--- src/rtl/muldiv_if.sv ---
`default_nettype none
// ============================================================================
// Module      : muldiv_if
// Description : Request/response bundle between EX and the iterative
//               multiply/divide unit. The master side issues operations and
//               flushes; the slave side reports busy, done and the result.
// Revision    : 1.0 - initial release
// ============================================================================
interface muldiv_if #(
    parameter int XLEN = 32
);
    logic            start_i;
    logic [2:0]      func_i;
    logic [XLEN-1:0] op1_i;
    logic [XLEN-1:0] op2_i;
    logic            flush_i;
    logic            busy_o;
    logic            done_o;
    logic [XLEN-1:0] result_o;

    modport master (
        output start_i, func_i, op1_i, op2_i, flush_i,
        input  busy_o, done_o, result_o
    );

    modport slave (
        input  start_i, func_i, op1_i, op2_i, flush_i,
        output busy_o, done_o, result_o
    );
endinterface
`default_nettype wire

--- src/rtl/muldiv_unit.sv ---
`default_nettype none
// ============================================================================
// Module      : muldiv_unit
// Description : Iterative RV32M multiply/divide unit. One bit per cycle
//               shift-add multiply and restoring divide on magnitudes, with
//               sign fix-up at the end. Divide-by-zero and signed overflow
//               finish straight out of PREP.
//               Optional macro MULDIV_FAST_MUL_EN: multiplies use a single
//               combinational signed-extended multiplier and skip CALC.
// Revision    : 1.0 - initial release
// ============================================================================
module muldiv_unit #(
    parameter int XLEN  = 32,
    parameter int CNT_W = $clog2(XLEN) + 1
) (
    input  logic     clk,
    input  logic     rst_n,
    muldiv_if.slave  bus
);

    localparam logic [2:0] c_MUL    = 3'd0;
    localparam logic [2:0] c_MULH   = 3'd1;
    localparam logic [2:0] c_MULHSU = 3'd2;
    localparam logic [2:0] c_DIV    = 3'd4;
    localparam logic [2:0] c_REM    = 3'd6;

    typedef enum logic [2:0] {
        S_IDLE = 3'd0,
        S_PREP = 3'd1,
        S_CALC = 3'd2,
        S_FIX  = 3'd3,
        S_DONE = 3'd4
    } state_t;

    state_t            r_state;
    state_t            w_next;
    logic [2:0]        r_func;
    logic [XLEN-1:0]   r_op1;
    logic [XLEN-1:0]   r_op2;
    logic [XLEN-1:0]   r_a;        // multiplicand or divisor magnitude
    logic [2*XLEN:0]   r_acc;      // {high/remainder, low/quotient}
    logic [CNT_W-1:0]  r_cnt;
    logic              r_neg_q;    // negate product / quotient
    logic              r_neg_r;    // negate remainder (dividend sign)
    logic [XLEN-1:0]   r_result;

    logic              w_busy;
    logic              w_done;

    // Operand classification (func bit 2 selects divide, bit 1 selects remainder)
    logic              w_is_div;
    logic              w_s1, w_s2, w_neg1, w_neg2;
    logic [XLEN-1:0]   w_mag1, w_mag2;
    logic              w_div0, w_ovf, w_special, w_fast;
    logic [XLEN-1:0]   w_spec_res;

    assign w_is_div = r_func[2];
    assign w_s1     = (r_func == c_MULH) || (r_func == c_MULHSU) ||
                      (r_func == c_DIV)  || (r_func == c_REM);
    assign w_s2     = (r_func == c_MULH) || (r_func == c_DIV) || (r_func == c_REM);
    assign w_neg1   = w_s1 & r_op1[XLEN-1];
    assign w_neg2   = w_s2 & r_op2[XLEN-1];
    assign w_mag1   = w_neg1 ? -r_op1 : r_op1;
    assign w_mag2   = w_neg2 ? -r_op2 : r_op2;

    assign w_div0   = w_is_div && (r_op2 == '0);
    assign w_ovf    = ((r_func == c_DIV) || (r_func == c_REM)) &&
                      (r_op1 == {1'b1, {(XLEN-1){1'b0}}}) && (r_op2 == '1);
    assign w_special  = w_div0 | w_ovf;
    // Division by zero: quotient all ones, remainder = dividend.
    // Overflow: quotient = dividend, remainder = 0.
    assign w_spec_res = w_div0 ? (r_func[1] ? r_op1 : '1)
                               : (r_func[1] ? '0 : r_op1);

`ifdef MULDIV_FAST_MUL_EN
    logic signed [2*XLEN:0] w_x1, w_x2, w_fprod;
    assign w_x1    = {{(XLEN+1){w_neg1}}, r_op1};
    assign w_x2    = {{(XLEN+1){w_neg2}}, r_op2};
    assign w_fprod = w_x1 * w_x2;
    assign w_fast  = !r_func[2];
`else
    assign w_fast  = 1'b0;
`endif

    // One iteration of shift-add multiply (LSB first, shifting right)
    logic [XLEN:0]   w_msum, w_madd;
    logic [2*XLEN:0] w_mul_next;
    assign w_msum     = r_acc[2*XLEN:XLEN] + {1'b0, r_a};
    assign w_madd     = r_acc[0] ? w_msum : r_acc[2*XLEN:XLEN];
    assign w_mul_next = {1'b0, w_madd, r_acc[XLEN-1:1]};

    // One iteration of restoring divide (MSB first, shifting left)
    logic [2*XLEN:0] w_shift, w_div_next;
    logic [XLEN+1:0] w_diff;
    assign w_shift    = {r_acc[2*XLEN-1:0], 1'b0};
    assign w_diff     = {1'b0, w_shift[2*XLEN:XLEN]} - {2'b00, r_a};
    assign w_div_next = w_diff[XLEN+1] ? w_shift
                                       : {w_diff[XLEN:0], w_shift[XLEN-1:1], 1'b1};

    // Sign fix-up and word selection
    logic [2*XLEN-1:0] w_prod;
    logic [XLEN-1:0]   w_q, w_r, w_fix_res;
    assign w_prod    = r_neg_q ? -r_acc[2*XLEN-1:0] : r_acc[2*XLEN-1:0];
    assign w_q       = r_neg_q ? -r_acc[XLEN-1:0] : r_acc[XLEN-1:0];
    assign w_r       = r_neg_r ? -r_acc[2*XLEN-1:XLEN] : r_acc[2*XLEN-1:XLEN];
    assign w_fix_res = w_is_div ? (r_func[1] ? w_r : w_q)
                                : ((r_func == c_MUL) ? w_prod[XLEN-1:0]
                                                     : w_prod[2*XLEN-1:XLEN]);

    // State register
    always_ff @(posedge clk or negedge rst_n) begin
        if (!rst_n) r_state <= S_IDLE;
        else        r_state <= w_next;
    end

    // Next-state and status outputs; flush returns to IDLE from anywhere
    always_comb begin
        w_next = r_state;
        w_busy = (r_state != S_IDLE);
        w_done = 1'b0;
        case (r_state)
            S_IDLE: if (bus.start_i && !bus.flush_i) w_next = S_PREP;
            S_PREP: begin
                if (bus.flush_i)     w_next = S_IDLE;
                else if (w_special)  w_next = S_DONE;
                else if (w_fast)     w_next = S_FIX;
                else                 w_next = S_CALC;
            end
            S_CALC: begin
                if (bus.flush_i)                        w_next = S_IDLE;
                else if (r_cnt == CNT_W'(XLEN - 1))     w_next = S_FIX;
            end
            S_FIX:  w_next = bus.flush_i ? S_IDLE : S_DONE;
            S_DONE: begin
                w_next = S_IDLE;
                w_done = !bus.flush_i;
            end
            default: w_next = S_IDLE;
        endcase
    end

    // Datapath: operand latch, accumulator iteration, result write
    always_ff @(posedge clk or negedge rst_n) begin
        if (!rst_n) begin
            r_func   <= '0;
            r_op1    <= '0;
            r_op2    <= '0;
            r_a      <= '0;
            r_acc    <= '0;
            r_cnt    <= '0;
            r_neg_q  <= 1'b0;
            r_neg_r  <= 1'b0;
            r_result <= '0;
        end else if (!bus.flush_i) begin
            case (r_state)
                S_IDLE: if (bus.start_i) begin
                    r_func <= bus.func_i;
                    r_op1  <= bus.op1_i;
                    r_op2  <= bus.op2_i;
                end
                S_PREP: begin
                    r_cnt   <= '0;
                    r_neg_q <= w_neg1 ^ w_neg2;
                    r_neg_r <= w_neg1;
                    if (w_is_div) begin
                        r_a   <= w_mag2;
                        r_acc <= {{(XLEN+1){1'b0}}, w_mag1};
                    end else begin
                        r_a   <= w_mag1;
                        r_acc <= {{(XLEN+1){1'b0}}, w_mag2};
                    end
`ifdef MULDIV_FAST_MUL_EN
                    if (w_fast) begin
                        r_acc   <= w_fprod;
                        r_neg_q <= 1'b0;
                    end
`endif
                    if (w_special) r_result <= w_spec_res;
                end
                S_CALC: begin
                    r_acc <= w_is_div ? w_div_next : w_mul_next;
                    r_cnt <= r_cnt + CNT_W'(1);
                end
                S_FIX:   r_result <= w_fix_res;
                default: ;
            endcase
        end
    end

    assign bus.busy_o   = w_busy;
    assign bus.done_o   = w_done;
    assign bus.result_o = r_result;

endmodule
`default_nettype wire

--- src/flat_wrapper.sv ---
// flat-port wrapper written by rule: the top's interface ports become plain ports
module muldiv_unit_flat 
#(
    parameter int XLEN  = 32,
    parameter int CNT_W = $clog2(XLEN) + 1
)
  (clk, rst_n, bus_start_i, bus_func_i, bus_op1_i, bus_op2_i, bus_flush_i, bus_busy_o, bus_done_o, bus_result_o);
  muldiv_if #(.XLEN(XLEN)) bus_i ();
  input  logic clk;
  input  logic rst_n;
  input wire logic [$bits(bus_i.start_i)-1:0] bus_start_i;
  input wire logic [$bits(bus_i.func_i)-1:0] bus_func_i;
  input wire logic [$bits(bus_i.op1_i)-1:0] bus_op1_i;
  input wire logic [$bits(bus_i.op2_i)-1:0] bus_op2_i;
  input wire logic [$bits(bus_i.flush_i)-1:0] bus_flush_i;
  output wire logic [$bits(bus_i.busy_o)-1:0] bus_busy_o;
  output wire logic [$bits(bus_i.done_o)-1:0] bus_done_o;
  output wire logic [$bits(bus_i.result_o)-1:0] bus_result_o;
  assign bus_i.start_i = bus_start_i;
  assign bus_i.func_i = bus_func_i;
  assign bus_i.op1_i = bus_op1_i;
  assign bus_i.op2_i = bus_op2_i;
  assign bus_i.flush_i = bus_flush_i;
  assign bus_busy_o = bus_i.busy_o;
  assign bus_done_o = bus_i.done_o;
  assign bus_result_o = bus_i.result_o;
  muldiv_unit #(.XLEN(XLEN), .CNT_W(CNT_W)) u_core (.clk(clk), .rst_n(rst_n), .bus(bus_i));
endmodule
--- config.mk ---
export PLATFORM = sky130hd
export DESIGN_NAME = muldiv_unit_flat
export DESIGN_NICKNAME = d
export VERILOG_FILES = /design/src/rtl/muldiv_if.sv /design/src/rtl/muldiv_unit.sv /design/src/flat_wrapper.sv
export SDC_FILE = /design/constraint.sdc
export NUM_CORES = 1
export LEC_CHECK = 0
export CAP_MARGIN = 20
export CORE_MARGIN = 2
export CORE_UTILIZATION = 40
export DETAILED_ROUTE_END_ITERATION = 7
export GPL_TIMING_DRIVEN = 0
export PLACE_DENSITY = 0.58
export SYNTH_ARGS = -nofsm -noshare
export SYNTH_HDL_FRONTEND = slang
export SYNTH_SLANG_ARGS = --single-unit
--- constraint.sdc ---
create_clock -name clk -period 3.4 [get_ports clk]
set_input_delay 1.02 -clock clk [delete_from_list [all_inputs] [get_ports clk]]
set_output_delay 1.02 -clock clk [all_outputs]
set_load 0.01 [all_outputs]
### Word level (Yosys, flattened, before mapping)

Cells that the tools add are included.

| word-level totals | value |
|---|---|
| register bits after elaboration | 207 |
| input bits | 71 |
| output and inout bits | 34 |
| logic and storage cells | 87 |

| cells by class | value |
|---|---|
| add/sub/neg operators | 8 |
| equality and inequality tests | 14 |
| mux-type cells | 28 |
| bitwise logic cells | 5 |
| reductions and logical operators | 22 |

Operators with widths:

| operator | number |
|---|---|
| two-way mux 32 bit | 13 |
| two-way mux 65 bit | 2 |
| one-hot mux 65 bit (2 select lines) | 1 |
| negation 32 bit | 4 |
| equality test 32 bit (second input constant) | 2 |
| two-way mux 64 bit | 1 |
| negation 64 bit | 1 |
| one-hot mux 32 bit (2 select lines) | 1 |
| subtractor 33 x 32 -> 34 bit | 1 |
| adder 33 x 32 -> 33 bit | 1 |
| two-way mux 33 bit | 1 |
| zero test 32 bit | 1 |
| two-way mux 3 bit | 6 |
| one-hot mux 3 bit (4 select lines) | 1 |
| one-hot mux 6 bit (2 select lines) | 1 |
| equality test 3 x 2 -> 1 bit (second input constant) | 3 |
| equality test 3 bit (second input constant) | 3 |
| adder 6 x 1 -> 6 bit (second input constant) | 1 |
| equality test 3 x 1 -> 1 bit (second input constant) | 2 |
| equality test 6 x 5 -> 1 bit (second input constant) | 1 |
| zero test 3 bit | 2 |
| logical OR 1 bit | 6 |
| AND reduction 2 bit | 3 |
| AND reduction 3 bit | 2 |
| 11 further kinds | 17 |

### Depth between registers and ports, before layout

| depth | value |
|---|---|
| depth after elaboration | 8 |
| gate-level depth with buffers | 14 |
| depth with buffers taken out | 13 |

### Worst setup path before layout

Ideal clock, no wire load.

| path | value |
|---|---|
| kind | flip-flop to flip-flop |
| from | register u_core.r_acc[44] |
| to | register u_core.r_acc[58] |
| setup time | 99 ps |
| arrival | 2973 ps |
| required time | 3301 ps |
| path slack | 328 ps |
| stages on the path, launching flop included | 12 |
| buffers on the path | 1 |
| period minus slack after synthesis | 3072 ps |
| cells stage by stage | dfrtp_1 ha_1 clkbuf_1 a211oi_1 nor2_1 or4_1 a31o_2 a2111oi_0 o41ai_1 xor2_1 nand2_1 a311oi_1 |

| between the ends | value |
|---|---|
| longest elaborated chain between the ends | 4 |
| elaborated cells between the ends (all ways) | 6 |
| those cells by class | add/sub (2); mux (4) |

Ends and longest elaborated chain:

| what | RTL line | text |
|---|---|---|
| start, declared | muldiv_unit.sv:41 | `logic [2*XLEN:0] r_acc;` |
| start signal, assigned | muldiv_unit.sv:167 | `r_acc <= {{(XLEN+1){1'b0}}, w_mag1};` |
| start signal, assigned | muldiv_unit.sv:170 | `r_acc <= {{(XLEN+1){1'b0}}, w_mag2};` |
| start signal, assigned | muldiv_unit.sv:181 | `r_acc <= w_is_div ? w_div_next : w_mul_next;` |
| adder 33 x 32 -> 33 bit or subtractor 33 x 32 -> 34 bit (tied branches) | muldiv_unit.sv:88, muldiv_unit.sv:96 |  |
| two-way mux 33 bit or two-way mux 65 bit (tied branches) | muldiv_unit.sv:89, muldiv_unit.sv:97 |  |
| two-way mux 65 bit * | muldiv_unit.sv:181 |  |
| one-hot mux 65 bit (2 select lines) * | muldiv_unit.sv:155 | `case (r_state)` |

Every way passes the cells marked *; elsewhere a longest branch is shown, timed or not.
A chain may end at the register's enable or synchronous reset.

### Worst setup path after layout

| path | value |
|---|---|
| from | register u_core.r_acc[10] |
| to | register u_core.r_result[11], in the netlist u_core.bus.result_o[11] |

| between the ends | value |
|---|---|
| longest elaborated chain between the ends | 5 |
| elaborated cells between the ends (all ways) | 8 |
| those cells by class | add/sub (2); mux (6) |

Ends and longest elaborated chain:

| what | RTL line | text |
|---|---|---|
| negation 64 bit or negation 32 bit (tied branches) | muldiv_unit.sv:103, muldiv_unit.sv:104 |  |
| two-way mux 64 bit or two-way mux 32 bit (tied branches) | muldiv_unit.sv:103, muldiv_unit.sv:104 |  |
| two-way mux 32 bit, on equally long branches | muldiv_unit.sv:107, muldiv_unit.sv:106 |  |
| two-way mux 32 bit * | muldiv_unit.sv:106 | `assign w_fix_res = w_is_div ? (r_func[1] ? w_r : w_q)` |
| one-hot mux 32 bit (2 select lines) * | muldiv_unit.sv:155 |  |
| end signal, assigned | muldiv_unit.sv:178 | `if (w_special) r_result <= w_spec_res;` |
| end signal, assigned | muldiv_unit.sv:184 | `S_FIX: r_result <= w_fix_res;` |
| end, declared | muldiv_unit.sv:45 | `logic [XLEN-1:0] r_result;` |

Marks and branches as above.

==> flow_summary.json <==
{
  "drv_slew": 0,
  "worstMarginPinSlew_ps": 1060,
  "synthDistinctLibCells": 90,
  "ys_seq_area_share_pct": 29.0,
  "min_path_type": "primary input to async pin",
  "cap_violations": 0,
  "cts_buffers": 26,
  "grt_pass1_wl_um": 120000,
  "syn_area_per_cell_um2": 8.04,
  "grt.total_usage_pct": 34.3,
  "ir_drop_mv": 0.483,
  "vias": 18800,
  "cp.arrival_ps": 3810,
  "drt-total-wl_um": 81600,
  "via_per_inst": 6.30,
  "layout-drive-gt1-share_pct": 12.2,
  "cts_root_buffer": "clkbuf_16",
  "postSynthCellCount": 2223,
  "core_area_um2": 44100,
  "layout_min_cycle_time_ps": 3340,
  "totalNegativeSetupSlack_ps": 0,
  "drc": 0,
  "die_h_um": 215,
  "dr_wl_met2_um": 35600,
  "synth_top_area_share_pct": 29.0,
  "fin_nets": 2518,
  "grt_max_degree": 93,
  "rsz0062_at_grt": "true",
  "slew_headroom_pct": 29.1,
  "dpl.hpwl_um": 64100,
  "outcome": "completed",
  "worstSkewPairLatency_ps": 590,
  "synth_area_leaders": "dfrtp_1 29%, o21ai_0 5.5%, a21oi_1 5.5%, xnor2_1 5.2%, ha_1 4.9%",
  "finClkSkew_ps": 16.1,
  "synth_edf_count": 0,
  "syn_to_final_growth_pct": 18.9,
  "rows": 77,
  "antenna_found_initial": 4,
  "drtAntennaViolNets": 0,
  "clk_path_buf_depth": 3,
  "grt_pass1_vias": 17900,
  "overflow": 0,
  "synth_nets": 2366,
  "min_period_over_period_pct": 98.4,
  "die_x_um": 215,
  "syn-cell-area_um2": 17900,
  "clkSlewWorstSetupHoldPaths_ps": 60,
  "powerDensity_nw_per_um2": 1070,
  "ys_ff_latch": 207,
  "met1_length_um": 34500,
  "die_area_um2": 46400,
  "setup_viol": 0,
  "met3WireLength_um": 7730,
  "io_pins": 105,
  "crit_type": "register to register",
  "cts_tree": "built",
  "placed_cell_area_um2": 19700,
  "hold_viol": 0,
  "leakage_uw": 0.00861,
  "synth_most_common_cell": "nand2_1",
  "fmax_mhz": 299,
  "async_flop_share_pct": 100,
  "cts_sinks": 207,
  "synth_ff_type": "dfrtp_1",
  "synth_top_area_cell": "dfrtp_1",
  "initial_core_util_pct": 40.5,
  "wire_per_inst_um": 27.3,
  "drt_iter0_drc": 2178,
  "cp_max_fo": 10,
  "portBuffers": 104,
  "gp_congestion": 0.988,
  "drt_pass1_iterations": 5,
  "cp-end-kind": "register",
  "netlist_top_cells_count": "215 x nand2_1, 207 x dfrtp_1, 198 x o21ai_0",
  "topRoutingLayerUsed": "met5",
  "start_kind": "register",
  "design_area_um2": 21300,
  "worstPathRequired_ps": 3870,
  "ys_warn_count": 0,
  "htree_num_levels": 1
}
==> sequential cells by signal, indices dropped and copies added (netlist names) <==
register	count
u_core.bus.result_o	32
u_core.r_a	32
u_core.r_acc	65
u_core.r_cnt	6
u_core.r_func	3
u_core.r_neg_q	1
u_core.r_neg_r	1
u_core.r_op1	32
u_core.r_op2	32
u_core.r_state	3
==> cell usage in the layout (no fill, tap or decap), types with 46 or more instances in the layout <==
cell,n
inv_1,65
dfrtp_1,194
clkbuf_1,111
xor2_1,86
clkdlybuf4s50_1,101
mux2_2,72
ha_1,62
xnor2_1,105
a21oi_1,188
o21ai_0,184
nand2_1,215
mux2i_1,48
nor2_1,156
nor3_1,46
nand3_1,56
==> per-layer routing <==
layer | GRT usage (%) | vias up
li1 | - | 8425
met1 | 47.4 | 9182
met2 | 52.4 | 990
met3 | 7.13 | 209
met4 | 13.8 | 6
met5 | 0 | -
==> power by group <==
group | internal [µW] | switching (µW)
combinational | 5530 | 9460
clock | 1720 | 1210
sequential | 3340 | 1410
total | 10600 | 12100
==> kinds of logic after synthesis <==
| kind of cell | Yosys count | synth area share (%) |
|---|---|---|
| buffers and inverters | 246 | 5.41 |
| adders and majority gates | 72 | 5.12 |
| xor gates and xnor gates | 194 | 9.51 |
| DFF | 207 | 29.0 |
| AOI/OAI and AO/OA | 730 | 26.1 |
| and+or+nand+nor | 652 | 17.4 |
| muxes | 122 | 7.48 |
==> worst max-delay path, cell delays in order (launching register included) <==
cell and delay [ps]:
dfrtp_1 360, clkbuf_1 250, or4_1 620, nor3_4 310, nand3_4 180, or2_1 290
buf_2 230, o21ai_0 290, xnor2_1 110, a21oi_1 310, o211ai_1 130, o21a_1 130
==> final timing paths <==
kind / start / end / slack (ps) / cells past startpoint
max: u_core.r_acc[10]$_DFFE_PN0P_ / u_core.bus.result_o[11]$_DFFE_PN0P_ / 60 / 11
min: rst_n / u_core.r_a[21]$_DFFE_PN0P_ / 330 / 1
max reg2reg: u_core.r_acc[10]$_DFFE_PN0P_ / u_core.bus.result_o[11]$_DFFE_PN0P_ / 60 / 11
min reg2reg: u_core.bus.result_o[0]$_DFFE_PN0P_ / u_core.bus.result_o[0]$_DFFE_PN0P_ / 490 / 1
max in group asynchronous: rst_n / u_core.r_op2[12]$_DFFE_PN0P_ / 1770 / 3
min in group clk: u_core.bus.result_o[0]$_DFFE_PN0P_ / u_core.bus.result_o[0]$_DFFE_PN0P_ / 490 / 1
==> per-stage QoR <==
step | std cells | setup WS (ps) | hold WS, ps | power (µW) | util [%]
5_1_grt | 2986 | -71.6 | 362 | 23900 | 48.2
3_5_place_dp | 2923 | -1010 | 473 | 18500 | 44.7
4_1_cts | 2978 | 3.65 | 348 | 21800 | 47.4
3_3_place_gp | 2919 | -8030 | 468 | 18400 | 44.5
2_1_floorplan | 2223 | 328 | 465 | 13500 | -
6_report | 2987 | 56.0 | 327 | 22700 | 48.2
==> layout make-up <==
class	instances	area, µm²
buffer	161	708
timing repair buffer	139	1360
fill	4454	22900
inverter	70	269
tap	592	741
multi-input combinational	1770	12100
antenna	1	2.50
clock inverter	10	141
clock buffer	37	762
sequential	207	5200
==> repair_timing <==
action,4_1_cts,5_1_grt
endpoints found under the setup margin,89,91
hold buffers,0,0
buffers inserted,13,18
pin swaps,12,12
gates resized for setup,74,72
Note: power is estimated with default switching activity, not from simulation.
